### src/rtl/jac_sequencer.sv
// jac_sequencer: multi-cycle fetch/decode/exec/writeback controller for the Jac1-8 core.
// Optional macro JAC_SEQ_SINGLE_STEP_EN adds a step input; WB then always returns to IDLE.
module jac_sequencer #(
  parameter int PC_WIDTH      = 8,
  parameter int NumOpCodeBits = 5,
  parameter int NumStatusBits = 3,
  parameter logic [NumOpCodeBits-1:0] HALT_OPCODE = 5'b1_1111,
  parameter logic [NumOpCodeBits-1:0] GOTO_OPCODE = 5'b1_0000,
  parameter logic [NumOpCodeBits-1:0] IFZ_OPCODE  = 5'b1_0001,
  parameter logic [NumOpCodeBits-1:0] IFNZ_OPCODE = 5'b1_0010,
  parameter logic [NumOpCodeBits-1:0] IFEQ_OPCODE = 5'b1_0011,
  parameter logic [NumOpCodeBits-1:0] IFST_OPCODE = 5'b1_0100,
  parameter logic [NumOpCodeBits-1:0] IFGT_OPCODE = 5'b1_0101
) (
  input  logic                     clk,
  input  logic                     reset,
  input  logic                     run,
`ifdef JAC_SEQ_SINGLE_STEP_EN
  input  logic                     step,
`endif
  output logic                     imem_req,
  output logic [PC_WIDTH-1:0]      imem_adr,
  input  logic                     imem_ack,
  output logic                     ir_load,
  input  logic [NumOpCodeBits-1:0] opcode,
  input  logic [PC_WIDTH-1:0]      literal_adr,
  input  logic [NumStatusBits-1:0] status,
  input  logic                     wr_en_dec,
  input  logic                     stat_wr_en_dec,
  output logic                     reg_wr_strobe,
  output logic                     stat_wr_strobe,
  output logic [PC_WIDTH-1:0]      pc,
  output logic                     halted
);

  typedef enum logic [2:0] {IDLE, FETCH, DECODE, EXEC, WB, HALT} state_t;

  state_t              state_reg, state_next;
  logic [PC_WIDTH-1:0] pc_reg, pc_next;
  logic [PC_WIDTH-1:0] next_pc_reg, next_pc_next;
  logic [PC_WIDTH-1:0] branch_pc;
  logic                skip, take_goto;
  logic                flag_z, flag_b;
  logic                start_req, wb_continue;
  logic                unused_status;

  assign flag_z        = status[0];
  assign flag_b        = status[2];
  assign unused_status = ^status;

`ifdef JAC_SEQ_SINGLE_STEP_EN
  assign start_req   = run | step;
  assign wb_continue = 1'b0;
`else
  assign start_req   = run;
  assign wb_continue = run;
`endif

  // Branch resolution; the PC adder wraps naturally at PC_WIDTH bits.
  always_comb begin
    skip      = 1'b0;
    take_goto = 1'b0;
    case (opcode)
      GOTO_OPCODE:             take_goto = 1'b1;
      IFZ_OPCODE, IFEQ_OPCODE: skip = flag_z;
      IFNZ_OPCODE:             skip = !flag_z;
      IFST_OPCODE:             skip = flag_b;
      IFGT_OPCODE:             skip = !flag_z && !flag_b;
      default:                 skip = 1'b0;
    endcase
    branch_pc = take_goto ? literal_adr
                          : pc_reg + (skip ? PC_WIDTH'(2) : PC_WIDTH'(1));
  end

  always_ff @(posedge clk or posedge reset) begin
    if (reset) begin
      state_reg   <= IDLE;
      pc_reg      <= '0;
      next_pc_reg <= '0;
    end else begin
      state_reg   <= state_next;
      pc_reg      <= pc_next;
      next_pc_reg <= next_pc_next;
    end
  end

  // Outputs decode straight from the state register so reset clears them at once.
  always_comb begin
    state_next     = state_reg;
    pc_next        = pc_reg;
    next_pc_next   = next_pc_reg;
    imem_req       = 1'b0;
    ir_load        = 1'b0;
    reg_wr_strobe  = 1'b0;
    stat_wr_strobe = 1'b0;
    halted         = 1'b0;
    case (state_reg)
      IDLE: begin
        if (start_req) state_next = FETCH;
      end
      FETCH: begin
        imem_req = 1'b1;
        if (imem_ack) begin
          ir_load    = 1'b1;
          state_next = DECODE;
        end
      end
      DECODE: begin
        state_next = (opcode == HALT_OPCODE) ? HALT : EXEC;
      end
      EXEC: begin
        next_pc_next = branch_pc;
        state_next   = WB;
      end
      WB: begin
        reg_wr_strobe  = wr_en_dec;
        stat_wr_strobe = stat_wr_en_dec;
        pc_next        = next_pc_reg;
        state_next     = wb_continue ? FETCH : IDLE;
      end
      HALT: begin
        halted = 1'b1;
      end
      default: state_next = IDLE;
    endcase
  end

  assign imem_adr = pc_reg;
  assign pc       = pc_reg;

endmodule

### config.mk
export PLATFORM = sky130hd
export DESIGN_NAME = jac_sequencer
export DESIGN_NICKNAME = d
export VERILOG_FILES = /design/src/rtl/jac_sequencer.sv
export SDC_FILE = /design/constraint.sdc
export NUM_CORES = 1
export LEC_CHECK = 0
export ABC_AREA = 0
export ABC_CLOCK_PERIOD_IN_PS = 2050
export BUFFER_PORTS_ARGS = -buffer_cell sky130_fd_sc_hd__clkbuf_2
export CORE_MARGIN = 2
export CORE_UTILIZATION = 30
export CTS_BUF_LIST = sky130_fd_sc_hd__clkbuf_8 sky130_fd_sc_hd__clkbuf_16
export DETAILED_ROUTE_END_ITERATION = 10
export GPL_ROUTABILITY_DRIVEN = 0
export HOLD_SLACK_MARGIN = 0.03
export PLACE_DENSITY = 0.59
export SLEW_MARGIN = 20
export SYNTH_ARGS = -nofsm -noshare
export SYNTH_HDL_FRONTEND = slang
export SYNTH_SLANG_ARGS = --single-unit
### constraint.sdc
create_clock -name clk -period 2.05 [get_ports clk]
set_clock_uncertainty 0.1 [all_clocks]
set_input_delay 0.205 -clock clk [delete_from_list [all_inputs] [get_ports clk]]
set_output_delay 0.205 -clock clk [all_outputs]
set_load 0.02 [all_outputs]
# ---- Word-level counts from Yosys, hierarchy flattened
# Index checks and enable logic that the tools add are counted.
dict set report totals {
  register_bits 19
  output_inout_bits 21
  in_bits 22
  wordCells 40
}
dict set report op_classes {
  bitwise 1
  n_eq_ne 14
  muxes 15
  n_addsub 1
  n_reduce_logical 6
}
# operator n
set op_table {}
lappend op_table {{5-bit == test, second input constant} 7}
lappend op_table {{3-bit one-hot mux with 6 select lines} 1}
lappend op_table {{3-bit 2-to-1 mux} 3}
lappend op_table {{8-bit by 2-bit adder with 8-bit output} 1}
lappend op_table {{1-bit 2-to-1 mux} 8}
lappend op_table {{8-bit 2-to-1 mux} 1}
lappend op_table {{3-bit by 2-bit == test with 1-bit output, second input constant} 2}
lappend op_table {{3-bit == test, second input constant} 2}
lappend op_table {{2-bit != test, second input constant} 2}
lappend op_table {{1-bit one-hot mux with 4 select lines} 1}
lappend op_table {{3-bit by 1-bit == test with 1-bit output, second input constant} 1}
lappend op_table {{3-bit zero test} 1}
lappend op_table {{3-bit AND reduction} 1}
lappend op_table {{1-bit zero test} 2}
lappend op_table {{2-bit 2-to-1 mux} 1}
lappend op_table {{2-bit OR reduction} 1}
lappend op_table {{1-bit logical AND} 1}
lappend op_table {{1-bit NOT} 1}

# ---- Longest topological paths before layout
dict set report depth {
  ltp_word 6
  mapped_depth 10
  ltp_nobuf 10
}

# ---- Least setup slack after synthesis
# No wires, ideal clock.
dict set report synth_timing {
  kind {in2reg}
  startpoint {in opcode[2]}
  endpoint {reg next_pc_reg[6]}
  path_stages 10
  setup_time_ns 0.133
  n_path_buf 0
  path_slack_ns -0.141
  required_time_ns 1.817
  arrival_ns 1.959
  cell_sequence {nor2b_1 a221oi_1 a211o_1 ha_1 inv_1 fa_1 nand2b_1 o21a_1 nor3_1 o31ai_1}
}
dict set report synth_via {
  elab_chain_cells 6
  elab_cells_between_ends 12
  classes_between {add/sub: 1; eq/ne: 6; mux: 4; reduce/logical: 1}
}
# element line_no
set synth_rtl {}
lappend synth_rtl {{from (decl)} 25} ;# input logic [NumOpCodeBits-1:0] opcode,
lappend synth_rtl {{5-bit == test} 63} ;# case (opcode)
lappend synth_rtl {{2-bit OR reduction} 63}
lappend synth_rtl {{1-bit one-hot mux with 4 select lines} 63}
lappend synth_rtl {{2-bit 2-to-1 mux} 72} ;# : pc_reg + (skip ? PC_WIDTH'(2) : PC_WIDTH'(1));
lappend synth_rtl {{8-bit by 2-bit adder with 8-bit output} 72}
lappend synth_rtl {{8-bit 2-to-1 mux (*)} 71} ;# branch_pc = take_goto ? literal_adr
lappend synth_rtl {{to (signal assigned)} 83} ;# next_pc_reg <= next_pc_next;
lappend synth_rtl {{to (decl)} 40} ;# logic [PC_WIDTH-1:0] next_pc_reg, next_pc_next;
# Every way passes the cells marked *; elsewhere a longest branch is shown, timed or not.
# A chain may end at the register's enable or synchronous reset.

# ---- Worst setup path in the final report
dict set report layout_timing {
  startpoint {in opcode[1]}
  endpoint {reg next_pc_reg[6]}
}
# The elaborated chain is that of the path after synthesis.

==> metrics.csv <==
metric,value,unit
grt_overflow,0,
hold_path_class,input pin to flop,
port_buffers,41,
synth_cell_types,36,
hpwl,1970,µm
nets,195,
dieArea,4380,µm²
synthTopCellsByCount,"19 x dfrtp_1, 12 x nor2_1, 10 x nand2_1, 8 x buf_4",
synth_top_cell_by_area,dfrtp_1,
pwr-share-comb,48.0,%
cts_tree,yes,
cts_root_buf,clkbuf_8,
period_share,96.1,%
drv_slew,0,
holdPathStages,3,
synth_async_sr_flop_share,100,%
yosysSeqAreaShare,41.0,%
rsz0062_at_grt,true,
finalHoldViolations,0,
grt_pass1_wl,4440,µm
slowest_delay,0.34,ns
antenna_cells,0,
critPathLaunchType,input pin,
end_kind,flop,
worst_pin_slew,0.741,ns
clock-sinks,19,
status,finished clean,
first_pass_iters,4,
relSlewSlack,50.5,%
drcViolationCount,0,
crit_path_max_fanout,3,
fp.dieH,66.2,µm
antenna_found_initial,0,
vdd_drop_max,383,µV
cts_buffer_depth,2,
crit_buf_inv,3,
synth_edf_count,0,
setup_tns,0,ns
row_count,22,
ios,43,
synth_seq_cells,19,
netlist_area,1160,µm²
synth.most_common_cell,dfrtp_1,
crit_slowest_cell,fa_2,
synth_fp_nets,150,
final.min_clock_period,1.97,ns
power.density,1200,nW/µm²
coreArea,3690,µm²
syn-mean-instance-area,9.28,µm²
drtIter0Drc,22,
yosys-top-cells-area,"dfrtp_1 41%, mux2_2 5.8%, buf_4 5.2%",
finalSetupViolCount,0,
path_cells,clkbuf_2 -> nor2b_4 -> a21oi_1 -> a211o_1 -> buf_4 -> buf_4 -> fa_2 -> nand2b_4 -> nor3_2 -> nor3_2 -> o31ai_1,
cts_htree_levels,1,
yosys_warnings,0,
p_leak,0.760,nW
reg2reg_depth,7,
ant_nets,0,
clkPwrFrac,13.5,%
power.internal,1.04,mW
ys.flop_type,dfrtp_1,
vias,1031,
wl_per_cell,12.1,µm
p_seq_share,38.5,%
synthToLayoutAreaGrowth,32.0,%
max_cap_viol_count,0,
drive_above_1_share,42.6,%
cts_buffers,3,
vias_per_cell,4.75,
synth_top_area_share,41.0,%
p_sw,0.796,mW
sw_frac_of_total,43.4,%
synth_cells,125,
grt_max_degree,20,
grt_usage,13.3,%
crit_family,compound AO/OA/AOI/OAI gates,
fmax,507,MHz
die_w,66.2,µm
cp.required,2.10,ns
critical_path_depth,11,
grt_pass1_vias,991,
clk_pin_slew,0.07,ns
drt_wl_total,2620,µm
start_util,31.4,%
criticalPathCategory,input pin to flop,
clk_latency,0.25,ns
critPathArrivalTime,2.02,ns
p_total,1.84,mW
[routing by layer]
metal	global-route usage, %	vias to the layer above	wire length, µm
li1	-	515	-
met1	16.5	489	1170
met2	22.0	25	1310
met3	4.09	2	123
met4	3.83	0	23
met5	0	-	0
[worst paths after layout]
path                       slack (ns)                          to                       start
max                              0.08  next_pc_reg[6]$_DFFE_PP0N_                   opcode[1]
min                              0.12  next_pc_reg[7]$_DFFE_PP0N_              literal_adr[7]
max reg2reg                      0.28  next_pc_reg[6]$_DFFE_PP0N_     imem_adr[0]$_DFFE_PP0N_
min reg2reg                      0.38  next_pc_reg[7]$_DFFE_PP0N_  next_pc_reg[7]$_DFFE_PP0N_
max in group asynchronous        0.87     imem_adr[4]$_DFFE_PP0N_                       reset
min in group asynchronous        0.51  next_pc_reg[3]$_DFFE_PP0N_                       reset
[cells by family after synthesis]
logic type	synth area share, %
simple gates	21.6
compound gates	13.6
buf+inv	9.28
flops	41.0
mux	8.41
xor+xnor	2.27
fa+ha+maj	3.88
[metrics by stage]
| stage | cell area (µm²) | instances | hold WS [ns] | setup slack, ns | util (%) |
|---|---|---|---|---|---|
| after floorplan | 1180 | 125 | 0.0561 | -0.000423 | - |
| after global placement | 1440 | 210 | 0.230 | -0.140 | 38.9 |
| after detailed placement | 1440 | 210 | 0.248 | -0.196 | 38.9 |
| after CTS | 1490 | 215 | 0.123 | 0.0630 | 40.4 |
| after global routing | 1530 | 217 | 0.136 | -0.0330 | 41.5 |
| final | 1530 | 217 | 0.124 | 0.0790 | 41.5 |
[power by group through the flow]
| stage | Combinational (mW) | Clock, mW | Sequential [mW] |
|---|---|---|---|
| after floorplan | 0.650 | 0 | 0.711 |
| final | 0.882 | 0.249 | 0.706 |
| after global placement | 0.849 | 0 | 0.700 |
| after detailed placement | 0.865 | 0 | 0.713 |
| after global routing | 0.977 | 0.283 | 0.741 |
| after CTS | 0.871 | 0.260 | 0.708 |
[worst reg2reg max path, stage by stage (launching register included)]
cell and delay, ns:
dfrtp_1 0.40, ha_2 0.21, inv_2 0.04, fa_2 0.36
nand2b_4 0.16, nor3_2 0.14, nor3_2 0.07, o31ai_1 0.20
[cells in the final DEF (no fill, tap or decap), types with 2 or more instances in the layout]
cell type / n
xnor2_1: 3
buf_4: 12
clkbuf_2: 40
nand2b_1: 2
dfrtp_1: 19
and2_1: 3
nor3_1: 4
nor2_1: 12
o21ai_0: 5
a21oi_1: 3
o21a_1: 2
mux2_2: 6
nand3b_1: 2
nand3_1: 2
nor3_2: 2
mux2i_1: 3
o31ai_1: 5
inv_1: 6
clkbuf_8: 3
nor3b_1: 2
nand2_1: 10
[cell type report]
| class | instances | area (µm²) |
|---|---|---|
| repair buffers | 54 | 315 |
| inverters | 6 | 22.5 |
| clock inverters | 1 | 3.75 |
| flip-flops and latches | 19 | 475 |
| multi-input cells | 86 | 613 |
| clock buffers | 3 | 41.3 |
| well taps | 48 | 60.1 |
| fillers | 377 | 2160 |
[repair_timing]
action / CTS / global route
hold buffers: 1 / 0
endpoints found under the hold margin: 19 / 0
setup endpoints to repair: 0 / 2
setup buffers: 0 / 2
gates resized for setup: 0 / 7
(Power assumes the default switching activity.)
